===== src/rtl/jms_skid_pkg.sv =====
// Shared types for the jms_skid_buffer two-entry skid buffer.
// Optional parity storage is enabled with JMS_SKID_PARITY_EN.
package jms_skid_pkg;

  typedef enum logic [1:0] {
    EMPTY = 2'b00,
    BUSY  = 2'b01,
    FULL  = 2'b10
  } jms_skid_state_t;

  localparam int JMS_SKID_DEPTH = 2;

endpackage


===== src/rtl/jms_skid_entry.sv =====
// One storage slot of the skid buffer: data register plus optional parity bit.
// The parity bit exists only when JMS_SKID_PARITY_EN is defined.
module jms_skid_entry
  import jms_skid_pkg::*;
#(
  parameter int WIDTH = 8
) (
  input  logic             clk,
  input  logic             rst_n,
  input  logic             load_i,
  input  logic [WIDTH-1:0] data_i,
`ifdef JMS_SKID_PARITY_EN
  input  logic             par_i,
  output logic             par_o,
`endif
  output logic [WIDTH-1:0] data_o
);

  logic [WIDTH-1:0] data_q;

  always_ff @(posedge clk or negedge rst_n) begin
    if (!rst_n) begin
      data_q <= '0;
    end else if (load_i) begin
      data_q <= data_i;
    end
  end

  assign data_o = data_q;

`ifdef JMS_SKID_PARITY_EN
  logic par_q;

  always_ff @(posedge clk or negedge rst_n) begin
    if (!rst_n) begin
      par_q <= 1'b0;
    end else if (load_i) begin
      par_q <= par_i;
    end
  end

  assign par_o = par_q;
`endif

endmodule


===== src/rtl/jms_skid_buffer.sv =====
// Two-entry skid buffer (main + skid) breaking the in_ready timing path.
// Define JMS_SKID_PARITY_EN to add per-entry even parity and the parity_err output.
module jms_skid_buffer
  import jms_skid_pkg::*;
#(
  parameter int WIDTH = 8
) (
  input  logic             clk,
  input  logic             rst_n,
  input  logic             in_valid,
  output logic             in_ready,
  input  logic [WIDTH-1:0] in_data,
  output logic             out_valid,
  input  logic             out_ready,
`ifdef JMS_SKID_PARITY_EN
  output logic             parity_err,
`endif
  output logic [WIDTH-1:0] out_data
);

  // Handshake: a word moves on a side only in a cycle where valid && ready
  // at posedge clk; valid never waits on ready, and in_ready depends only on
  // the registered state so out_ready has no combinational path to in_ready.

  jms_skid_state_t  state_q;
  logic             in_fire;
  logic             out_fire;
  logic             main_load;
  logic             skid_load;
  logic [WIDTH-1:0] main_din;
  wire  [WIDTH-1:0] main_data;
  wire  [WIDTH-1:0] skid_data;

  assign in_ready  = (state_q == EMPTY) || (state_q == BUSY);
  assign out_valid = (state_q == BUSY) || (state_q == FULL);
  assign out_data  = main_data;
  assign in_fire   = in_valid && in_ready;
  assign out_fire  = out_valid && out_ready;

  // In FULL the main slot refills from skid; otherwise it captures in_data.
  always_comb begin
    main_load = 1'b0;
    skid_load = 1'b0;
    main_din  = in_data;
    case (state_q)
      EMPTY: main_load = in_fire;
      BUSY: begin
        main_load = in_fire && out_fire;
        skid_load = in_fire && !out_fire;
      end
      FULL: begin
        main_load = out_fire;
        main_din  = skid_data;
      end
      default: ;
    endcase
  end

  always_ff @(posedge clk or negedge rst_n) begin
    if (!rst_n) begin
      state_q <= EMPTY;
    end else begin
      case (state_q)
        EMPTY: if (in_fire) state_q <= BUSY;
        BUSY: begin
          if (in_fire && !out_fire) begin
            state_q <= FULL;
          end else if (!in_fire && out_fire) begin
            state_q <= EMPTY;
          end
        end
        FULL: if (out_fire) state_q <= BUSY;
        default: state_q <= EMPTY;
      endcase
    end
  end

`ifdef JMS_SKID_PARITY_EN
  logic main_par;
  logic skid_par;
  logic main_par_din;

  assign main_par_din = (state_q == FULL) ? skid_par : ^in_data;
  assign parity_err   = out_valid && ((^main_data) != main_par);

  jms_skid_entry #(.WIDTH(WIDTH)) u_main (
    .clk    (clk),
    .rst_n  (rst_n),
    .load_i (main_load),
    .data_i (main_din),
    .par_i  (main_par_din),
    .par_o  (main_par),
    .data_o (main_data)
  );

  jms_skid_entry #(.WIDTH(WIDTH)) u_skid (
    .clk    (clk),
    .rst_n  (rst_n),
    .load_i (skid_load),
    .data_i (in_data),
    .par_i  (^in_data),
    .par_o  (skid_par),
    .data_o (skid_data)
  );
`else
  jms_skid_entry #(.WIDTH(WIDTH)) u_main (
    .clk    (clk),
    .rst_n  (rst_n),
    .load_i (main_load),
    .data_i (main_din),
    .data_o (main_data)
  );

  jms_skid_entry #(.WIDTH(WIDTH)) u_skid (
    .clk    (clk),
    .rst_n  (rst_n),
    .load_i (skid_load),
    .data_i (in_data),
    .data_o (skid_data)
  );
`endif

endmodule


===== config.mk =====
export PLATFORM = sky130hd
export DESIGN_NAME = jms_skid_buffer
export DESIGN_NICKNAME = d
export VERILOG_FILES = /design/src/rtl/jms_skid_pkg.sv /design/src/rtl/jms_skid_entry.sv /design/src/rtl/jms_skid_buffer.sv
export SDC_FILE = /design/constraint.sdc
export NUM_CORES = 1
export LEC_CHECK = 0
export BUFFER_PORTS_ARGS = -buffer_cell sky130_fd_sc_hd__buf_4
export CAP_MARGIN = 10
export CORE_MARGIN = 5
export CORE_UTILIZATION = 55
export DETAILED_ROUTE_END_ITERATION = 6
export GPL_TIMING_DRIVEN = 0
export PLACE_DENSITY = 0.88
export SYNTH_ARGS = -nofsm -noshare
export SYNTH_HDL_FRONTEND = slang
export SYNTH_SLANG_ARGS = --single-unit

===== constraint.sdc =====
create_clock -name clk -period 2.65 [get_ports clk]
set_clock_uncertainty 0.15 [all_clocks]
set_input_delay 0.1325 -clock clk [delete_from_list [all_inputs] [get_ports clk]]
set_output_delay 0.1325 -clock clk [all_outputs]
set_load 0.01 [all_outputs]

Word level (Yosys, flattened, before mapping)
Cells that the tools add are included.
W data, S select, Z words.
{"block": "word_totals", "reg_bits": 18, "latch_bits": 0, "ramBits": 0, "rom_bits": 0, "in_bits": 12, "out_inout_bits": 10, "wordCells": 27, "mem_count": 0}
{"block": "classes", "n_addsub": 0, "multipliers": 0, "n_div": 0, "magnitude_cmp": 0, "eq_ne": 5, "shifts": 0, "muxes": 8, "n_bitwise": 0, "n_reduce_logical": 11}
{"cell": "$mux W2", "n": 4}
{"cell": "$mux W8", "n": 1}
{"cell": "$pmux W2 S3", "n": 1}
{"cell": "$logic_and A1 B1 Y1", "n": 5}
{"cell": "$ne A2 B2 Y1 const B", "n": 2}
{"cell": "$ne A3 B1 Y1 const B", "n": 1}
{"cell": "$pmux W1 S3", "n": 1}
{"cell": "$reduce_and A3 Y1", "n": 1}
{"cell": "$eq A2 B1 Y1 const B", "n": 1}
{"cell": "$eq A2 B2 Y1 const B", "n": 1}
{"cell": "$logic_not A1 Y1", "n": 2}
{"cell": "$logic_not A2 Y1", "n": 1}
{"cell": "$logic_or A1 B1 Y1", "n": 2}
{"cell": "$mux W1", "n": 1}

Logic depth before layout (Yosys ltp)
Gate-level depths: netlist (run 1).
{"block": "logic_depth", "depth_word": 8, "depth_mapped": 7, "ltp_nobuf": 6}

By module
Synthesis (run 1) repeated with hierarchy kept, for this count alone.
{"block": "hier_totals", "hier_cells": 70, "area_unflattened_um2": 994.7}
{"mod": "jms_skid_entry", "instances": 2, "cells_each": 17, "area_each_um2": 331.6, "seq_area_each_um2": 200.2}
{"mod": "jms_skid_buffer", "instances": 1, "cells_each": 36, "area_each_um2": 331.6, "seq_area_each_um2": 50.0}

Worst setup path after synthesis (run 1)
Ideal clock, no wire load.
{"block": "synth_timing", "path_kind": "register to register", "from": "register state_q[0]", "to": "register u_main.data_q[0] (netlist: u_main.data_o[0])", "setup_time_ns": 0.083, "arrival_time_ns": 1.513, "required_ns": 2.417, "slack_ns": 0.904, "stages_incl_launch_ff": 8, "path_buffers": 1, "synth_period_minus_slack_ns": 1.746, "cell_sequence": "dfrtp_1 -> inv_1 -> ha_1 -> and4_1 -> o21bai_4 -> buf_6 -> nand2_1 -> o21ai_0"}
{"block": "synth_between", "elab_chain_cells": 5}
{"item": "from (decl)", "line_no": "jms_skid_buffer.sv:25", "text": "jms_skid_state_t state_q;"}
{"item": "from (signal assigned)", "line_no": "jms_skid_buffer.sv:61", "text": "state_q <= EMPTY;"}
{"item": "from (signal assigned)", "line_no": "jms_skid_buffer.sv:64", "text": "EMPTY: if (in_fire) state_q <= BUSY;"}
{"item": "from (signal assigned)", "line_no": "jms_skid_buffer.sv:67", "text": "state_q <= FULL;"}
{"item": "$eq A2 B1 Y1 or $eq A2 B2 Y1 (tied branches)", "line_no": "jms_skid_buffer.sv:35", "text": "assign out_valid = (state_q == BUSY) || (state_q == FULL);"}
{"item": "$logic_or A1 B1 Y1 (*)", "line_no": "jms_skid_buffer.sv:35"}
{"item": "via out_valid", "line_no": "jms_skid_buffer.sv:13", "text": "output logic out_valid,"}
{"item": "$logic_and A1 B1 Y1 (*)", "line_no": "jms_skid_buffer.sv:38", "text": "assign out_fire = out_valid && out_ready;"}
{"item": "$logic_and A1 B1 Y1", "line_no": "jms_skid_buffer.sv:48", "text": "main_load = in_fire && out_fire;"}
{"item": "$pmux W1 S3 (*)", "line_no": "jms_skid_buffer.sv:45", "text": "case (state_q)"}
{"item": "to (signal assigned)", "line_no": "jms_skid_entry.sv:25", "text": "data_q <= data_i;"}
{"item": "to (decl)", "line_no": "jms_skid_entry.sv:19", "text": "logic [WIDTH-1:0] data_q;"}
Mark *: on every way through the listed nets, which the timed path passes. The rest lies on a longest branch.
A chain may end at the register's enable or synchronous reset.

Worst setup path in the final report (run 1)
{"block": "layout_timing", "from": "register state_q[1]", "to": "register u_main.data_q[3] (netlist: u_main.data_o[3])"}
{"block": "layout_between", "elab_chain_cells": 5}
{"item": "$eq A2 B1 Y1 (tied with other cells)", "line_no": "jms_skid_buffer.sv:34, jms_skid_buffer.sv:35, jms_skid_buffer.sv:45"}
{"item": "$logic_or A1 B1 Y1 (on tied branches)", "line_no": "jms_skid_buffer.sv:34, jms_skid_buffer.sv:35"}
{"item": "$logic_and A1 B1 Y1 (on tied branches)", "line_no": "jms_skid_buffer.sv:37, jms_skid_buffer.sv:38"}
{"item": "$logic_and A1 B1 Y1", "line_no": "jms_skid_buffer.sv:48"}
{"item": "$pmux W1 S3", "line_no": "jms_skid_buffer.sv:45"}
Parallel ways exist; a longest one is shown, timed or not.

==> run_results.csv, run 1 <==
group,metric,value,unit
yosys,synthCells,80,
yosys,syn_nets,97,
yosys,syn_area_per_cell,11.6,um^2
yosys,ys_ff_latch,18,
sta,layout_worst_path_cycle_share,0.744,
clock_network,post_cts_buffers,0,
critical_path,cp_max_fo,10,
global_routing,grt_pass1_vias,729,
place,dpl_cell_area,0.00111,mm^2
critical_path,critPathLaunchType,"flip-flop",
clock_network,clock-root-buffer,"clkbuf_4",
job,cap_violations,0,
place,dp_hpwl,1390,um
power_and_ir_drop,p_seq_frac,0.364,
power_and_ir_drop,power.switching,0.000515,W
route,drc,0,
power_and_ir_drop,p_int,0.000848,W
cells_and_area,drive_above_1_share,0.351,
clock_network,cts_tree,"yes",
worst_hold_path,hold_class,"primary input to flip-flop",
sta,final_hold_viol_count,0,
yosys,synth_cell_types,22,
sta,slew_viol_final,0,
yosys,synth_top_cell_by_area,"dfrtp_1",
route,drtIter0Drc,11,
route,first_pass_iters,5,
clock_network,clk_pin_slew,0.10,ns
clock_network,insertion_delay,0.30,ns
power_and_ir_drop,ir_worst_vdd,0.000740,V
yosys,synth_area_leaders,"dfrtp_1 48%, mux2i_1 9.7%, mux2_2 9.7%",
route,antenna_left,0,
route,wl,2030,um
route,vias_per_cell,5.64,
power_and_ir_drop,p_total,0.00136,W
clock_network,cts_buffers,3,
sta,rsz0062_at_grt,"false",
clock_network,cts-htree-levels,1,
sta,tightest_slew,0.290,ns
sta,finalSetupViolCount,0,
yosys,ys_warn_count,0,
place,gp_congestion,0.689,
floorplan,rows,14,
run_status,outcome,"complete, no violations",
clock_network,hold_buffers,9,
global_routing,grt_first_pass_wirelength,3370,um
global_routing,antenna_found_initial,0,
global_routing,grt_max_degree,19,
critical_path,crit_arrival,2.05,ns
clock_network,clock_sinks,18,
cells_and_area,final_common_cell,"buf_4",
cells_and_area,final_nets,132,
yosys,syn_area,930,um^2
floorplan,die_area,0.00261,mm^2
cells_and_area,design_area,0.00123,mm^2
place,io_buffers,21,
route,vias,733,
yosys,synth-seq-area-share,0.485,
sta,slew_headroom,0.807,
sta,layout_min_cycle_time,1.97,ns
sta,fin_setup_tns,0,ns
power_and_ir_drop,swShare,0.378,
power_and_ir_drop,power_frac_comb,0.511,
cells_and_area,num_antenna_cells,0,
route,drt-wirelength-per-cell,15.6,um
floorplan,die_w,51.1,um
global_routing,grt_usage,0.175,
clock_network,clock_path_buffers,2,
power_and_ir_drop,p_leak,0.583,nW
critical_path,end_kind,"flip-flop",
floorplan,start_util,0.596,
critical_path,critical_path_required,2.73,ns
yosys,yosys.area.top_type_share,0.485,
clock_network,ctsResizeCount,0,
floorplan,die_h,51.1,um
cells_and_area,area_growth,32.7,%
power_and_ir_drop,clockPowerShare,0.125,
cells_and_area,final_cell_mix,"21 x buf_4, 18 x dfrtp_1, 9 x nand2_1, 9 x mux2i_1, 9 x dlygate4sd3_1",
global_routing,grt_overflow,0,
floorplan,core-area,0.00156,mm^2
sta,whs,0.0448,ns
power_and_ir_drop,power_density,1100,mW/mm^2
critical_path,crit_type,"flip-flop to flip-flop",
sta,max_freq,507,MHz
floorplan,io_pins,22,
[cell families (layout without fill, tap and decap cells)]
group,after synthesis,after routing,synth area share
simple gates,16,16,0.0861
compound gates,17,17,0.131
buf+inv,7,41,0.0377
flops,18,18,0.485
fa+ha+maj,5,5,0.0673
mux,17,17,0.194
[critical path: stages (launching register included)]
cell	delay (ns)
dfrtp_1	0.46
inv_1	0.09
ha_1	0.35
and4_1	0.27
o21bai_4	0.24
buf_6	0.18
nand2_1	0.07
o21ai_0	0.08
[layer usage]
metal  vias up  global-route usage  routed length [um]
li1        347                   -                   -
met1       351               0.202                 818
met2        29               0.307                1040
met3         6              0.0320                 105
met4         0              0.0942                  61
met5         -                   0                   0
[final cells by class]
class | instances | area [um^2]
Timing Repair Buffer | 30 | 248
Tap cell | 16 | 20.0
Sequential cell | 18 | 450
Inverter | 5 | 18.8
Multi-Input combinational cell | 55 | 444
Clock buffer | 4 | 36.3
Buffer | 2 | 16.3
Fill cell | 104 | 325
[sequential cells by signal, indices dropped and copies added (netlist names)]
name	count
state_q	2
u_skid.data_o	8
u_main.data_o	8
[stage by stage]
step / setup slack [ns] / util / cells
4_1_cts: 0.692 / 0.791 / 130
3_3_place_gp: 0.807 / 0.710 / 117
6_report: 0.677 / 0.791 / 130
2_1_floorplan: 0.904 / - / 80
3_5_place_dp: 0.724 / 0.710 / 117
5_1_grt: 0.531 / 0.791 / 130
[Yosys cell counts]
library cell / number
a21boi_0: 1
a22o_1: 1
a31oi_1: 2
and4_1: 1
buf_2: 1
buf_6: 1
dfrtp_1: 18
ha_1: 5
inv_1: 5
mux2_2: 8
mux2i_1: 9
nand2_1: 9
nand2b_1: 2
nand3_2: 1
nor2_1: 1
nor3_1: 1
o21ai_0: 8
o21ai_2: 2
o21bai_1: 1
o21bai_4: 1
o221ai_1: 1
or2_2: 1
[path summary, 6_finish.rpt]
path | endpoint | slack [ns] | cells past startpoint | startpoint
max | u_main.data_o[3] | 0.68 | 7 | state_q[1]
min | state_q[1] | 0.04 | 3 | in_valid
max reg2reg | u_main.data_o[3] | 0.68 | 7 | state_q[1]
min reg2reg | u_main.data_o[7] | 0.34 | 2 | u_main.data_o[7]
max in group asynchronous | state_q[0] | 2.08 | 2 | rst_n
min in group asynchronous | u_main.data_o[7] | 0.08 | 2 | rst_n
[power groups by stage]
stage | Clock [W] | Combinational [W] | Sequential (W)
after floorplan | 0 | 0.000426 | 0.000506
after global placement | 0 | 0.000655 | 0.000487
after detailed placement | 0 | 0.000685 | 0.000497
after CTS | 0.000176 | 0.000702 | 0.000493
after global routing | 0.000193 | 0.000769 | 0.000512
final | 0.000171 | 0.000696 | 0.000496
(Power assumes the default switching activity.)
==> run 2: changes to the inputs <==
--- a/config.mk
+++ b/config.mk
@@ -8,10 +8,10 @@
 export BUFFER_PORTS_ARGS = -buffer_cell sky130_fd_sc_hd__buf_4
 export CAP_MARGIN = 10
 export CORE_MARGIN = 5
-export CORE_UTILIZATION = 55
+export CORE_UTILIZATION = 51
 export DETAILED_ROUTE_END_ITERATION = 6
 export GPL_TIMING_DRIVEN = 0
-export PLACE_DENSITY = 0.88
+export PLACE_DENSITY = 0.83
 export SYNTH_ARGS = -nofsm -noshare
 export SYNTH_HDL_FRONTEND = slang
 export SYNTH_SLANG_ARGS = --single-unit
==> constraint.sdc (replaced) <==
create_clock -name clk -period 1.9 [get_ports clk]
set_clock_uncertainty 0.15 [all_clocks]
set_input_delay 0.095 -clock clk [delete_from_list [all_inputs] [get_ports clk]]
set_output_delay 0.095 -clock clk [all_outputs]
set_load 0.01 [all_outputs]
==> run 2 against run 1 <==
  * Combinational power rose by 51%
  * Critical path type unchanged
  * Final cell count rose by 12%
  * Global-route usage fell by 1.9 points
  * Register-to-register slack got worse by 0.63 ns
  * Maximum frequency rose by 6.7%
  * Sequential power rose by 36%
  * Wire length did not move
  * Utilization fell by 4.5 points
  * Via count rose by 0.41%
  * Count of clock-buffer cells in the layout fell by 1
  * Worst hold slack barely moved
  * Critical path depth did not move
==> run_results.csv, run 2 (same netlist as run 1, synthesis figures left out) <==
group,metric,value,unit
run_status,outcome,"complete, no violations",
route,drtIter0Drc,9,
route,wl,2030,um
place,dp_hpwl,1320,um
place,io_buffers,21,
sta,layout_min_cycle_time,1.85,ns
clock_network,clock-root-buffer,"clkbuf_4",
critical_path,worstReg2RegStart,"state_q[0]",
job,cap_violations,0,
place,pre_cts_slack,0.0198,ns
sta,tightest_slew,0.288,ns
floorplan,start_util,0.538,
power_and_ir_drop,ir_worst_vdd,0.000746,V
global_routing,grt_max_degree,19,
clock_network,insertion_delay,0.29,ns
cells_and_area,final_cell_count_no_fill,145,
critical_path,worst_path_max_delay_cell,"dfrtp_1",
cells_and_area,fin_util,0.746,
power_and_ir_drop,p_leak,0.608,nW
route,antenna_left,0,
floorplan,die_area,0.00278,mm^2
critical_path,crit_type,"flip-flop to flip-flop",
sta,finalSetupViolCount,0,
floorplan,die_h,52.7,um
cells_and_area,drive_above_1_share,0.367,
worst_hold_path,hold_class,"primary input to async pin",
cells_and_area,nFillCells,114,
power_and_ir_drop,p_seq_frac,0.352,
critical_path,cp_max_fo,10,
power_and_ir_drop,swShare,0.370,
clock_network,clk_pin_slew,0.10,ns
route,vias,736,
critical_path,reg2reg_depth,7,
sta,slew_viol_final,0,
floorplan,die_w,52.7,um
global_routing,grt_first_pass_wirelength,3160,um
critical_path,end_kind,"flip-flop",
global_routing,grt_overflow,0,
power_and_ir_drop,power_frac_comb,0.549,
clock_network,cts_tree,"yes",
power_and_ir_drop,p_int,0.00120,W
power_and_ir_drop,clockPowerShare,0.099,
critical_path,worstReg2RegEnd,"u_main.data_o[1]",
place,gp_congestion,0.714,
clock_network,cts-htree-levels,1,
power_and_ir_drop,power_density,1480,mW/mm^2
clock_network,cts_buffers,3,
cells_and_area,final_nets,139,
critical_path,critPathLaunchType,"flip-flop",
critical_path,crit_arrival,1.93,ns
floorplan,core-area,0.00173,mm^2
critical_path,cp_cell_sequence,"inv_1 > ha_1 > and4_1 > o21bai_4 > buf_6 > nand2_1 > o21ai_2",
cells_and_area,num_antenna_cells,0,
route,first_pass_iters,4,
global_routing,grt_pass1_vias,758,
floorplan,io_pins,22,
clock_network,clock_sinks,18,
power_and_ir_drop,power.switching,0.000708,W
cells_and_area,area_growth,38.6,%
critical_path,r2r_setup_slack,0.05,ns
global_routing,antenna_found_initial,0,
cells_and_area,final_common_cell,"buf_4",
route,drt-wirelength-per-cell,14.0,um
global_routing,grt_usage,0.156,
sta,max_freq,541,MHz
route,vias_per_cell,5.08,
critical_path,critical_path_required,1.98,ns
place,dp.cells,126,
cells_and_area,final_cell_mix,"26 x buf_4, 18 x dfrtp_1, 11 x dlygate4sd3_1",
sta,fin_ws,0.0513,ns
route,drc,0,
sta,layout_worst_path_cycle_share,0.973,
clock_network,ctsResizeCount,0,
sta,slew_headroom,0.808,
floorplan,rows,15,
critical_path,critical-path-max-stage-delay,0.39,ns
clock_network,clock_path_buffers,2,
sta,final_hold_viol_count,0,
[run 2: cell types whose count changed in the layout (fill, tap and decap cells not counted), sizes merged]
cell,change
buf,+5
clkbuf,-1
dlygate4sd3,+2
[run 2: critical path, delay by kind of cell (launching register included)]
kind	cells	cell delay, ns
flip-flops	1	0.39
buffers and inverters	2	0.26
AND/OR/NAND/NOR	2	0.35
adder cells (fa/ha/maj)	1	0.37
AO/OA/AOI/OAI	2	0.26
[run 2: worst max-delay path by stage]
stage                           from               end  slack [ns]  depth (start not counted)
after detailed placement  state_q[0]  u_main.data_o[1]        0.02                          7
final                     state_q[0]  u_main.data_o[1]        0.05                          7
after floorplan           state_q[0]  u_main.data_o[0]        0.15                          7
after global placement    state_q[1]  u_main.data_o[5]        0.08                          7
after CTS                 state_q[0]  u_main.data_o[1]        0.02                          7
after global routing      state_q[0]  u_main.data_o[1]       -0.04                          7
[run 2: power by group through the flow]
stage | combinational, W | sequential (W) | clock, W
after floorplan | 0.000594 | 0.000706 | 0
after global placement | 0.000909 | 0.000677 | 0
after detailed placement | 0.000946 | 0.000687 | 0
after CTS | 0.000985 | 0.000672 | 0.000194
after global routing | 0.00115 | 0.000695 | 0.000208
final | 0.00105 | 0.000673 | 0.000190
[run 2: stage by stage]
step	cell area, um^2	hold WS [ns]	setup TNS [ns]	power, W
floorplan	930	-0.351	0	0.00130
finish	1290	0.0451	0	0.00191
CTS	1260	0.0565	0	0.00185
global route	1290	0.0580	-0.208	0.00205
global placement	1120	-0.178	0	0.00159
detailed placement	1120	-0.174	0	0.00163
[run 2: repair_timing]
action / 4_1_cts / 5_1_grt
hold buffers: 11 / 0
endpoints found under the hold margin: 35 / 0
pin swaps: 1 / 1
buffers inserted: 1 / 4
endpoints found under the setup margin: 1 / 9
[run 2: cell type report]
cell class | count | area [um^2] | share of cell area
Sequential cell | 18 | 450 | 0.350
Multi-Input combinational cell | 55 | 444 | 0.345
Timing Repair Buffer | 37 | 305 | 0.237
Tap cell | 25 | 31.3 | 0.0243
Clock buffer | 3 | 22.5 | 0.0175
Inverter | 5 | 18.8 | 0.0146
Buffer | 2 | 16.3 | 0.0126
[run 2: metal layers]
layer	vias up	GRT usage	wire length [um]
met5	-	0	0
met4	0	0.0638	34
met3	4	0.0484	104
met2	24	0.287	1050
met1	345	0.161	843
li1	363	-	-
